### config.mk
export PLATFORM = sky130hd
export DESIGN_NAME = hdr_seq
export DESIGN_NICKNAME = d
export VERILOG_FILES = /design/src/rtl/hdr_seq.sv
export SDC_FILE = /design/constraint.sdc
export NUM_CORES = 1
export LEC_CHECK = 0
export ABC_AREA = 1
export ABC_CLOCK_PERIOD_IN_PS = 2400
export CAP_MARGIN = 20
export CORE_ASPECT_RATIO = 1.25
export CORE_MARGIN = 2
export CORE_UTILIZATION = 29
export CTS_CLUSTER_DIAMETER = 40
export DETAILED_ROUTE_END_ITERATION = 8
export PLACE_DENSITY_LB_ADDON = 0.05
export SYNTH_ARGS = -nofsm -noshare
export SYNTH_HDL_FRONTEND = slang
export SYNTH_SLANG_ARGS = --single-unit
### constraint.sdc
create_clock -name clk -period 2.4 [get_ports clk]
set_clock_uncertainty 0.2 [all_clocks]
set_input_delay 0.24 -clock clk [delete_from_list [all_inputs] [get_ports clk]]
set_output_delay 0.24 -clock clk [all_outputs]
set_load 0.05 [all_outputs]
### src/rtl/hdr_seq.sv
`default_nettype none
// ============================================================================
// Module      : hdr_seq
// Description : Header word sequencer. Snapshots counter fields on start and
//               emits SYNC, fields, zero pads and an optional XOR checksum.
// Revision    : 1.0 - initial release
// ============================================================================
module hdr_seq #(
    parameter int          DATA_W     = 32,
    parameter int          NUM_FIELDS = 2,
    parameter int          PAD_WORDS  = 1,
    parameter logic [31:0] SYNC_WORD  = 32'hA5A5_5A5A,
    parameter int          CSUM_EN    = 1
) (
    input  logic                         clk,
    input  logic                         rst,
    input  logic [NUM_FIELDS*DATA_W-1:0] fields_in,
    input  logic                         start,
    input  logic                         rd_en,
    output logic [DATA_W-1:0]            data_out,
    output logic                         data_valid,
    output logic                         last,
    output logic                         busy,
    output logic                         start_drop
);

    localparam int C_MAX_CNT = (NUM_FIELDS > PAD_WORDS) ? NUM_FIELDS : PAD_WORDS;
    localparam int IDX_W     = (C_MAX_CNT > 2) ? $clog2(C_MAX_CNT) : 1;
    localparam logic [IDX_W-1:0]  C_FLD_LAST = IDX_W'(NUM_FIELDS - 1);
    localparam logic [IDX_W-1:0]  C_PAD_LAST = IDX_W'((PAD_WORDS > 0) ? PAD_WORDS - 1 : 0);
    localparam logic [DATA_W-1:0] C_SYNC     = DATA_W'(SYNC_WORD);

    typedef enum logic [2:0] {
        S_IDLE  = 3'd0,
        S_SYNC  = 3'd1,
        S_FIELD = 3'd2,
        S_PAD   = 3'd3,
        S_CSUM  = 3'd4
    } state_t;

    state_t                       r_state, w_state_nxt;
    logic [IDX_W-1:0]             r_idx, w_idx_nxt;
    logic [NUM_FIELDS*DATA_W-1:0] r_snap, w_snap_nxt;
    logic [DATA_W-1:0]            r_csum, w_csum_nxt;
    logic [DATA_W-1:0]            r_data, w_data_nxt;
    logic                         r_valid, r_last, r_drop;
    logic                         w_last_nxt, w_drop_nxt;
    logic                         w_advance, w_accept;
    logic [DATA_W-1:0]            w_xor;

    always_comb begin
        w_xor = C_SYNC;
        for (int i = 0; i < NUM_FIELDS; i++) begin
            w_xor = w_xor ^ fields_in[i*DATA_W +: DATA_W];
        end
    end

    always_comb begin
        w_advance   = r_valid & rd_en;
        // A start is taken from idle, or on the very edge the final word leaves.
        w_accept    = start & ((r_state == S_IDLE) | (w_advance & r_last));
        w_drop_nxt  = start & ~w_accept;
        w_state_nxt = r_state;
        w_idx_nxt   = r_idx;
        w_snap_nxt  = w_accept ? fields_in : r_snap;
        w_csum_nxt  = w_accept ? w_xor : r_csum;

        if (w_accept) begin
            w_state_nxt = S_SYNC;
            w_idx_nxt   = '0;
        end else if (w_advance) begin
            if (r_last) begin
                w_state_nxt = S_IDLE;
                w_idx_nxt   = '0;
            end else begin
                case (r_state)
                    S_SYNC: begin
                        w_state_nxt = S_FIELD;
                        w_idx_nxt   = '0;
                    end
                    S_FIELD: begin
                        if (r_idx == C_FLD_LAST) begin
                            w_idx_nxt   = '0;
                            w_state_nxt = (PAD_WORDS > 0) ? S_PAD : S_CSUM;
                        end else begin
                            w_idx_nxt = r_idx + 1'b1;
                        end
                    end
                    S_PAD: begin
                        if (r_idx == C_PAD_LAST) begin
                            w_idx_nxt   = '0;
                            w_state_nxt = S_CSUM;
                        end else begin
                            w_idx_nxt = r_idx + 1'b1;
                        end
                    end
                    default: ;
                endcase
            end
        end

        // Output word is registered, so it is selected from the next state.
        w_data_nxt = '0;
        w_last_nxt = 1'b0;
        case (w_state_nxt)
            S_SYNC: w_data_nxt = C_SYNC;
            S_FIELD: begin
                for (int i = 0; i < NUM_FIELDS; i++) begin
                    if (w_idx_nxt == IDX_W'(i)) begin
                        w_data_nxt = w_snap_nxt[i*DATA_W +: DATA_W];
                    end
                end
                w_last_nxt = (w_idx_nxt == C_FLD_LAST) && (PAD_WORDS == 0) && (CSUM_EN == 0);
            end
            S_PAD: w_last_nxt = (w_idx_nxt == C_PAD_LAST) && (CSUM_EN == 0);
            S_CSUM: begin
                w_data_nxt = w_csum_nxt;
                w_last_nxt = 1'b1;
            end
            default: ;
        endcase
    end

    always_ff @(posedge clk) begin
        if (rst) begin
            r_state <= S_IDLE;
            r_idx   <= '0;
            r_snap  <= '0;
            r_csum  <= '0;
            r_data  <= '0;
            r_valid <= 1'b0;
            r_last  <= 1'b0;
            r_drop  <= 1'b0;
        end else begin
            r_state <= w_state_nxt;
            r_idx   <= w_idx_nxt;
            r_snap  <= w_snap_nxt;
            r_csum  <= w_csum_nxt;
            r_data  <= w_data_nxt;
            r_valid <= (w_state_nxt != S_IDLE);
            r_last  <= w_last_nxt;
            r_drop  <= w_drop_nxt;
        end
    end

    assign data_out   = r_data;
    assign data_valid = r_valid;
    assign last       = r_last;
    assign busy       = (r_state != S_IDLE);
    assign start_drop = r_drop;

endmodule
`default_nettype wire
==> flow_metrics.tcl, run 1 <==
set metrics [dict create \
    run_status "finished clean" \
    antenna_found_initial 0 \
    post-place-ws_ns -0.136 \
    crit_family "buffers and inverters" \
    power.total_mw 7.81 \
    vdd_ir_drop_max_mv 0.524 \
    fin_ws_ns 0.111 \
    worst_path_largest_cell_delay_ns 0.81 \
    synth_warnings 0 \
    cts_buffer_depth 2 \
    slew_headroom_pct 54.9 \
    dr.first_iter.drc_count 269 \
    ctsHtreeMaxLevel 4 \
    start_util_pct 29.7 \
    synth_cell_types 25 \
    wirelength_um 18400 \
    synthCells 922 \
    setup_viol 0 \
    grt-busiest-layer "met2" \
    drc 0 \
    grt_util_met3_pct 3.66 \
    syn-cell-area_sq_um 6200 \
    ant_nets 0 \
    synth_nets 990 \
    clk_pin_slew_ns 0.06 \
    post-dp-hpwl_um 11700 \
    cpMaxStageDelayCell "clkdlybuf4s50_1" \
    slew_violations 0 \
    finalHoldViolCount 0 \
    place.gp.congestion 0.791 \
    min_period_ns 2.29 \
    grt_pass1_vias 5427 \
    grt_use_met1_pct 20.7 \
    portBuffers 103 \
    path_class "register to output port" \
    endpoint_kind "output port" \
    worst_skew_pair.late_latency_ns 0.41 \
    fmax_mhz 437 \
    worst_ep_arrival_time_ns 1.85 \
    area.growth.synth_to_final_pct 36.5 \
    nets 1101 \
    cap_violations 0 \
    first_pass_iters 6 \
    dpl-instance-area_sq_um 7780 \
    cts_tree "done" \
    path_cells "inv_2, nand2_2, clkdlybuf4s50_1" \
    worstPathRequired_ns 1.96 \
    use_met2_pct 28.2 \
    clock-sinks 135 \
    crit_buf_inv 2 \
    grt_pass1_wl_um 28800 \
    die_x_um 135 \
    drive_gt1_share_pct 8.32 \
    min_path_type "register to register" \
    period_share_pct 95.4 \
    antennaDiodeCount 0 \
    design_area_sq_um 8460 \
    syn-mean-instance-area_sq_um 6.72 \
    ys_seq_area_share_pct 43.6 \
    vias 5797 \
    final_util_pct 40.5 \
    die_h_um 167 \
    rsz0062_at_grt "no" \
    start_kind "register" \
    grtUsageTotal_pct 16.4 \
    path_max_fanout 5 \
    overflow 0 \
    die_area_sq_um 22600 \
    grt_max_degree 61 \
    leakagePower_nw 3.81 \
    fin_setup_tns_ns 0 \
    power.density_nw_per_um2 924 \
    wl_per_cell_um 13.9 \
    cts_made_buffers 17 \
    ys_seq_elements 135 \
    rows 59 \
    via_per_inst 4.39 \
    root_buffer "clkbuf_16" \
    worst_slew_pin_slew_ns 0.672 \
    ios 104 \
    design.core.area_sq_um 20900 \
]
## area by class of cell
type | count | area [sq um]
fill | 2261 | 12400
multi-input combinational | 626 | 2880
sequential | 135 | 2700
timing repair buffer | 145 | 1480
clock buffer | 22 | 474
inverter | 108 | 405
tap | 274 | 343
clock inverter | 10 | 168
## flip-flops by register name (all words and copies together), names as in the netlist
signal / cells
r_idx: 1
r_snap: 64
data_valid: 1
data_out: 32
start_drop: 1
r_csum: 32
last: 1
r_state: 3
## tightest hold or removal path: stages (launching register included)
cell     delay (ns)
dfxtp_1        0.29
nand2_1        0.07
a21oi_1        0.06
## kinds of logic (layout without fill, tap and decap cells)
group / after synthesis / in the layout / share of synthesized area (%)
and+or+nand+nor: 478 / 479 / 32.1
buffers and inverters: 162 / 285 / 10.5
DFF: 135 / 135 / 43.6
AOI/OAI and AO/OA: 115 / 115 / 9.29
xor gates and xnor gates: 32 / 32 / 4.52
## synthesized netlist by cell type
cell	instances	share of area (%)
nor2_2	2	0.20
nand2_1	306	19
clkinv_1	1	0.060
nand3_4	1	0.28
inv_2	2	0.12
nand2_4	1	0.18
o21ai_0	46	3.7
inv_1	105	6.4
buf_2	19	1.5
dfxtp_1	135	44
a21oi_1	65	5.2
nand3_1	102	8.2
xor2_1	2	0.28
buf_6	1	0.18
nand2_2	2	0.20
nor2_4	2	0.36
clkbuf_1	30	1.8
nand3_2	1	0.16
o21ai_1	4	0.32
nor2_1	58	3.5
buf_4	3	0.36
nor3_1	2	0.16
buf_1	1	0.060
nor3_4	1	0.26
xnor2_1	30	4.2
## cell usage in the layout, fill, tap and decap left out, types with 3 or more instances in the layout
cell	synthesis	layout
bufinv_16	0	4
xnor2_1	30	30
buf_12	0	11
clkinv_4	0	3
dfxtp_1	135	135
nand3_1	102	101
o21ai_1	4	4
a21oi_1	65	64
nand2_1	306	306
o21ai_0	46	46
clkdlybuf4s50_1	0	102
nor2_1	58	58
clkbuf_8	0	3
buf_4	3	31
clkbuf_16	0	17
inv_1	105	105
nor2_4	2	5
## worst paths after layout
kind | from | endpoint | slack (ns) | depth (start not counted)
max reg2reg | r_state[2]$_SDFF_PP0_ | data_out[4]$_SDFF_PP0_ | 0.31 | 15
max | r_state[2]$_SDFF_PP0_ | busy | 0.11 | 3
min reg2reg | r_snap[55]$_SDFF_PP0_ | r_snap[55]$_SDFF_PP0_ | 0.27 | 2
min | r_snap[55]$_SDFF_PP0_ | r_snap[55]$_SDFF_PP0_ | 0.27 | 2
## routing by layer
metal	wire (um)	vias up
met5	0	-
met4	177	0
met3	644	12
met2	8930	100
met1	8630	2599
li1	-	3086
## report_power, final
part	switching [mW]	internal (mW)	total [mW]
registers	0.0855	2.52	2.61
clock network	1.01	1.83	2.84
logic	1.50	0.867	2.37
total	2.60	5.22	7.81
## per-stage QoR
step / hold slack (ns) / cells
5_1_grt: 0.278 / 1320
3_5_place_dp: 0.261 / 1284
2_1_floorplan: 0.205 / 922
3_3_place_gp: 0.256 / 1284
4_1_cts: 0.252 / 1317
6_report: 0.267 / 1320
## timing repair
action / in CTS / in global routing
hold buffers: 1 / 0
gates resized for setup: 0 / 1
setup endpoints to repair: 0 / 32
endpoints found under the hold margin: 10 / 0
setup buffers: 0 / 2
Power figures use the tool's default switching activity.
==> run 2, diff against run 1 <==
RECOVER_POWER = 25   (was unset)
==> run 2 against run 1 <==
  * Maximum frequency grew 0.46%
  * Worst hold slack is essentially flat
  * Sequential share of layout area is essentially flat
  * Setup slack gained 0.011 ns
  * Combinational power is essentially flat
  * Largest power group unchanged
==> flow_metrics.tcl, run 2 (synthesis gave the netlist of run 1 again) <==
set metrics [dict create \
    cap_violations 0 \
    die_x_um 135 \
    cts_buffer_depth 2 \
    post-dp-hpwl_um 11700 \
    vias 5789 \
    largest-register "r_snap" \
    die_area_sq_um 22600 \
    area.growth.synth_to_final_pct 36.4 \
    grtUsageTotal_pct 16.4 \
    run_status "finished clean" \
    clock-sinks 135 \
    period_share_pct 95.0 \
    dpl.cell_count 1284 \
    leakagePower_nw 3.81 \
    path_class "register to output port" \
    min_period_ns 2.28 \
    antennaDiodeCount 0 \
    ant_nets 0 \
    slew_violations 0 \
    grt_max_degree 61 \
    antenna_found_initial 0 \
    first_pass_iters 6 \
    finalHoldViolCount 0 \
    drc 0 \
    place.gp.congestion 0.791 \
    start_util_pct 29.7 \
    dr.first_iter.drc_count 274 \
    power.total_mw 7.81 \
    fmax_mhz 439 \
    r2r-start "r_state[2]$_SDFF_PP0_" \
    nets 1101 \
    cpMaxStageDelayCell "clkdlybuf4s50_1" \
    drive_gt1_share_pct 8.13 \
    worstPathRequired_ns 1.96 \
    rsz0062_at_grt "no" \
    worst_ep_arrival_time_ns 1.84 \
    path_max_fanout 5 \
    final_util_pct 40.5 \
    startpoint "r_state[2]$_SDFF_PP0_" \
    rows 59 \
    path_cells "inv_2, nand2_2, clkdlybuf4s50_1" \
    hold_start "r_snap[55]$_SDFF_PP0_" \
    power.density_nw_per_um2 924 \
    wirelength_um 18400 \
    cts_made_buffers 17 \
    largest_reg_flops 64 \
    design.core.area_sq_um 20900 \
    clk_pin_slew_ns 0.06 \
    ios 104 \
    min_path_type "register to register" \
    fin_setup_tns_ns 0 \
    grt_pass1_wl_um 28800 \
    dpl-instance-area_sq_um 7780 \
    cts_tree "done" \
    worst_skew_pair.late_latency_ns 0.41 \
    ctsHtreeMaxLevel 4 \
    crit_buf_inv 2 \
    crit_family "buffers and inverters" \
    design_area_sq_um 8460 \
    layout_commonest_cell "nand2_1" \
    start_kind "register" \
    overflow 0 \
    root_buffer "clkbuf_16" \
    worst_path_largest_cell_delay_ns 0.81 \
    endpoint_kind "output port" \
    n_fill_cell 2262 \
    die_h_um 167 \
    grt_pass1_vias 5427 \
    setup_viol 0 \
    mostFrequentLayoutCells "nand2_1 (307), dfxtp_1 (135), inv_1 (106), clkdlybuf4s50_1 (102), nand3_1 (101)" \
    fin_cells 1320 \
    vdd_ir_drop_max_mv 0.523 \
    portBuffers 103 \
    slew_headroom_pct 55.3 \
    worst_slew_pin_slew_ns 0.667 \
    via_per_inst 4.39 \
    wl_per_cell_um 13.9 \
]
[run 2: cell types whose count changed in the layout (fill, tap and decap cells not counted)]
cell	before	now
inv_1	105	106
inv_2	2	1
nand2_1	306	307
nand2_2	2	1
[run 2: per-layer routing]
metal  vias to the layer above  track usage, %  part of all wire (%)
met1                      2595            20.7                    47
met3                        12            3.66                   3.5
met5                         -               0                     0
met4                         0            4.26                  0.96
li1                       3086               -                     -
met2                        96            28.2                    48
[run 2: what timing repair did]
item                       in CTS  in global routing
setup endpoints to repair       0                 32
resized for setup               0                  1
hold buffers                    1                  0
buffers inserted                0                  2
hold endpoints to repair       10                  0
[run 2: worst register-to-register path, delay by kind of cell, from the launching register on]
kind | cells | cell delay (ns)
AND/OR/NAND/NOR | 6 | 1.03
flip-flops | 1 | 0.41
buffers and inverters | 2 | 0.26
AO/OA/AOI/OAI | 1 | 0.15
[run 2: per-stage QoR]
step	hold slack (ns)	setup slack, ns
floorplan	0.205	0.162
global placement	0.256	-0.124
detailed placement	0.261	-0.136
CTS	0.252	0.0807
global route	0.278	0.0505
finish	0.267	0.121
[run 2: path summary, 6_finish.rpt]
check | slack, ns | endpoint | depth (start not counted)
setup / recovery | 0.12 | busy | 3
hold reg to reg | 0.27 | r_snap[55]$_SDFF_PP0_ | 2
setup reg to reg | 0.27 | data_out[19]$_SDFF_PP0_ | 9
hold / removal | 0.27 | r_snap[55]$_SDFF_PP0_ | 2
[run 2: cell type report]
cell class	instances	area, sq um	share of cell area, %
multi-input combinational	626	2880	34.1
sequential	135	2700	32.0
clock inverter	10	168	1.98
inverter	108	405	4.79
timing repair buffer	145	1480	17.5
tap	274	343	4.05
clock buffer	22	474	5.61
[run 2: report_power, final]
| group | switching, mW | internal [mW] |
|---|---|---|
| Sequential | 0.0854 | 2.52 |
| Clock | 1.01 | 1.83 |
| Combinational | 1.50 | 0.866 |
==> RTL change (flow settings as in run 1) <==
The output `data_out` loses its register stage (`r_data` becomes a continuous assignment).
--- a/src/rtl/hdr_seq.sv
+++ b/src/rtl/hdr_seq.sv
@@ -129,3 +129,2 @@
             r_csum  <= '0;
-            r_data  <= '0;
             r_valid <= 1'b0;
@@ -138,3 +137,2 @@
             r_csum  <= w_csum_nxt;
-            r_data  <= w_data_nxt;
             r_valid <= (w_state_nxt != S_IDLE);
@@ -144,2 +142,4 @@
     end
+
+    assign r_data = w_data_nxt;
 
Check against the original RTL: not equivalent (a bounded check fails within 4 cycles, from zero or initial values and one cycle with rst high).
==> RTL change against run 1 <==
The flow now finishes with violations (negative setup slack); total power fell by 5.1%; sequential cell count down 32; count of clock-buffer cells in the layout down 10; global-route usage rose by 2.8 points; synthesized area decreased by 12%; wire length grew 11%; worst setup slack got worse by 0.33 ns; cell area grew 8.3%; critical path type unchanged; highest routed layer unchanged.
==> RTL change: results (changes against run 1) <==
GRT
  – Largest net degree at the start of global routing: 59 (was 61)
  – Total GRT Usage: 19.26% (was 16.43%)
  – Vias in the first global route: 6003 (was 5427)
  – First-pass GRT wire length: 30410 um (was 28770 um)

Placement
  – Gpl congestion: 0.8175 (was 0.7906)
  – Placed inst area: 7447 um^2 (was 7781 um^2)
  – Placed cell count: 1235 (was 1284)

Detailed routing
  – Routed WL per cell: 15.74 um (was 13.93 um)
  – Via count: 6221 (was 5797)
  – Starting DRT DRC Count: 390 (was 269)
  – First-pass DRT Iterations: 5 (was 6)

STA
  – Final setup viols: 32 (was 0)
  – Slack of the critical path: -0.2224 ns (was 0.1106 ns)
  – Slew @ Worst Pin: 0.7092 ns (was 0.6723 ns)

Hold path
  – Hold Path Class: input port to flop (was flop to flop)
  – Hold path endpoint: r_snap[23] (was r_snap[55])
  – HP Start: rst (was r_snap[55])

Synth
  – Top cells by area, synth: dfxtp_1, nand2_1, nand3_1, a21oi_1, xnor2_1 (was dfxtp_1, nand2_1, nand3_1, inv_1, a21oi_1)
  – Syn Nets: 909 (was 990)
  – Avg Inst Size Synth: 6.473 um^2 (was 6.723 um^2)
  – Top cells by count, synth: nand2_1, dfxtp_1, nand3_1 (was nand2_1, dfxtp_1, inv_1)
  – Compound-Gate Fraction of Synth Area: 9.331% (was 9.285%)
  – Seq/Total Area, Yosys: 37.88% (was 43.60%)

Clock network
  – Worst skew pair latency: 0.35 ns (was 0.41 ns)
  – Worst-path clk slew: 0.08 ns (was 0.06 ns)
  – CTS Buf Count: 9 (was 17)
  – H-tree depth: 3 (was 4)

Power
  – LEAKAGE: 0.004294 uW (was 0.003812 uW)
  – Net Sw Power: 2830 uW (was 2596 uW)
  – Worst-case vdd ir drop: 419.3 uV (was 523.6 uV)

Final layout
  – Layout cells sized above 1: 31.14% (was 8.317%)
  – Fin cells: 1295 (was 1320)
  – Nets: 1126 (was 1101)

Setup path
  – CP max FO: 10 (was 5)
  – Critical path endpoint: data_out[29] (was busy)
  – Worst reg2reg startpoint: r_state[1] (was r_state[2])

Status
  – Failing checks: negative setup slack
  – Outcome: complete, but fails checks (was complete, no violations)
## RTL change: cell type report
class / instances / area [um^2]
clock buffer: 12 / 266.5
sequential: 103 / 2071
timing repair buffer: 259 / 2856
inverter: 59 / 229.0
multi-input combinational: 626 / 3369
fill: 1838 / 9409
clock inverter: 4 / 76.32
tap: 232 / 290.3
## RTL change: repair_timing
action                                  CTS  global route
endpoints found under the setup margin   32            32
setup buffers                            15            15
gates cloned                              7             6
hold endpoints to repair                  1             0
pin swaps                                15            50
hold buffers                              1             0
resized for setup                       105           112
## RTL change: kinds of logic after synthesis
logic type	after synthesis
AO/OA/AOI/OAI	99
buffers and inverters	113
XOR/XNOR	32
flip-flops	103
AND/OR/NAND/NOR	494
## RTL change: per-stage QoR
step | hold WS [ns] | setup TNS [ns] | setup slack [ns]
6_report | 0.2256 | -5.884 | -0.2224
5_1_grt | 0.2367 | -9.112 | -0.3443
4_1_cts | 0.2035 | -6.362 | -0.2286
3_5_place_dp | 0.2608 | -10.59 | -0.4028
3_3_place_gp | 0.2544 | -10.14 | -0.3655
2_1_floorplan | 0.1925 | 0 | 0.05876
## RTL change: power groups by stage
stage          Sequential [uW]  Combinational (uW)  Clock [uW]
2_1_floorplan             2000                1640           0
3_3_place_gp              1980                2790           0
3_5_place_dp              1990                2810           0
4_1_cts                   1950                3340        1740
5_1_grt                   1980                4000        1820
6_report                  1960                3760        1700
## RTL change: critical path, delay by kind of cell (launching register included)
kind                   cells  cell delay, ns
DFF                        1            0.34
and+or+nand+nor            8            0.62
buffers and inverters      7            0.88
## RTL change: layer usage
metal | share of wire [%] | global-route usage (%)
met5 | 0 | 0
met2 | 51 | 34.56
met1 | 42 | 22.83
met4 | 2.6 | 7.326
met3 | 5.0 | 3.331
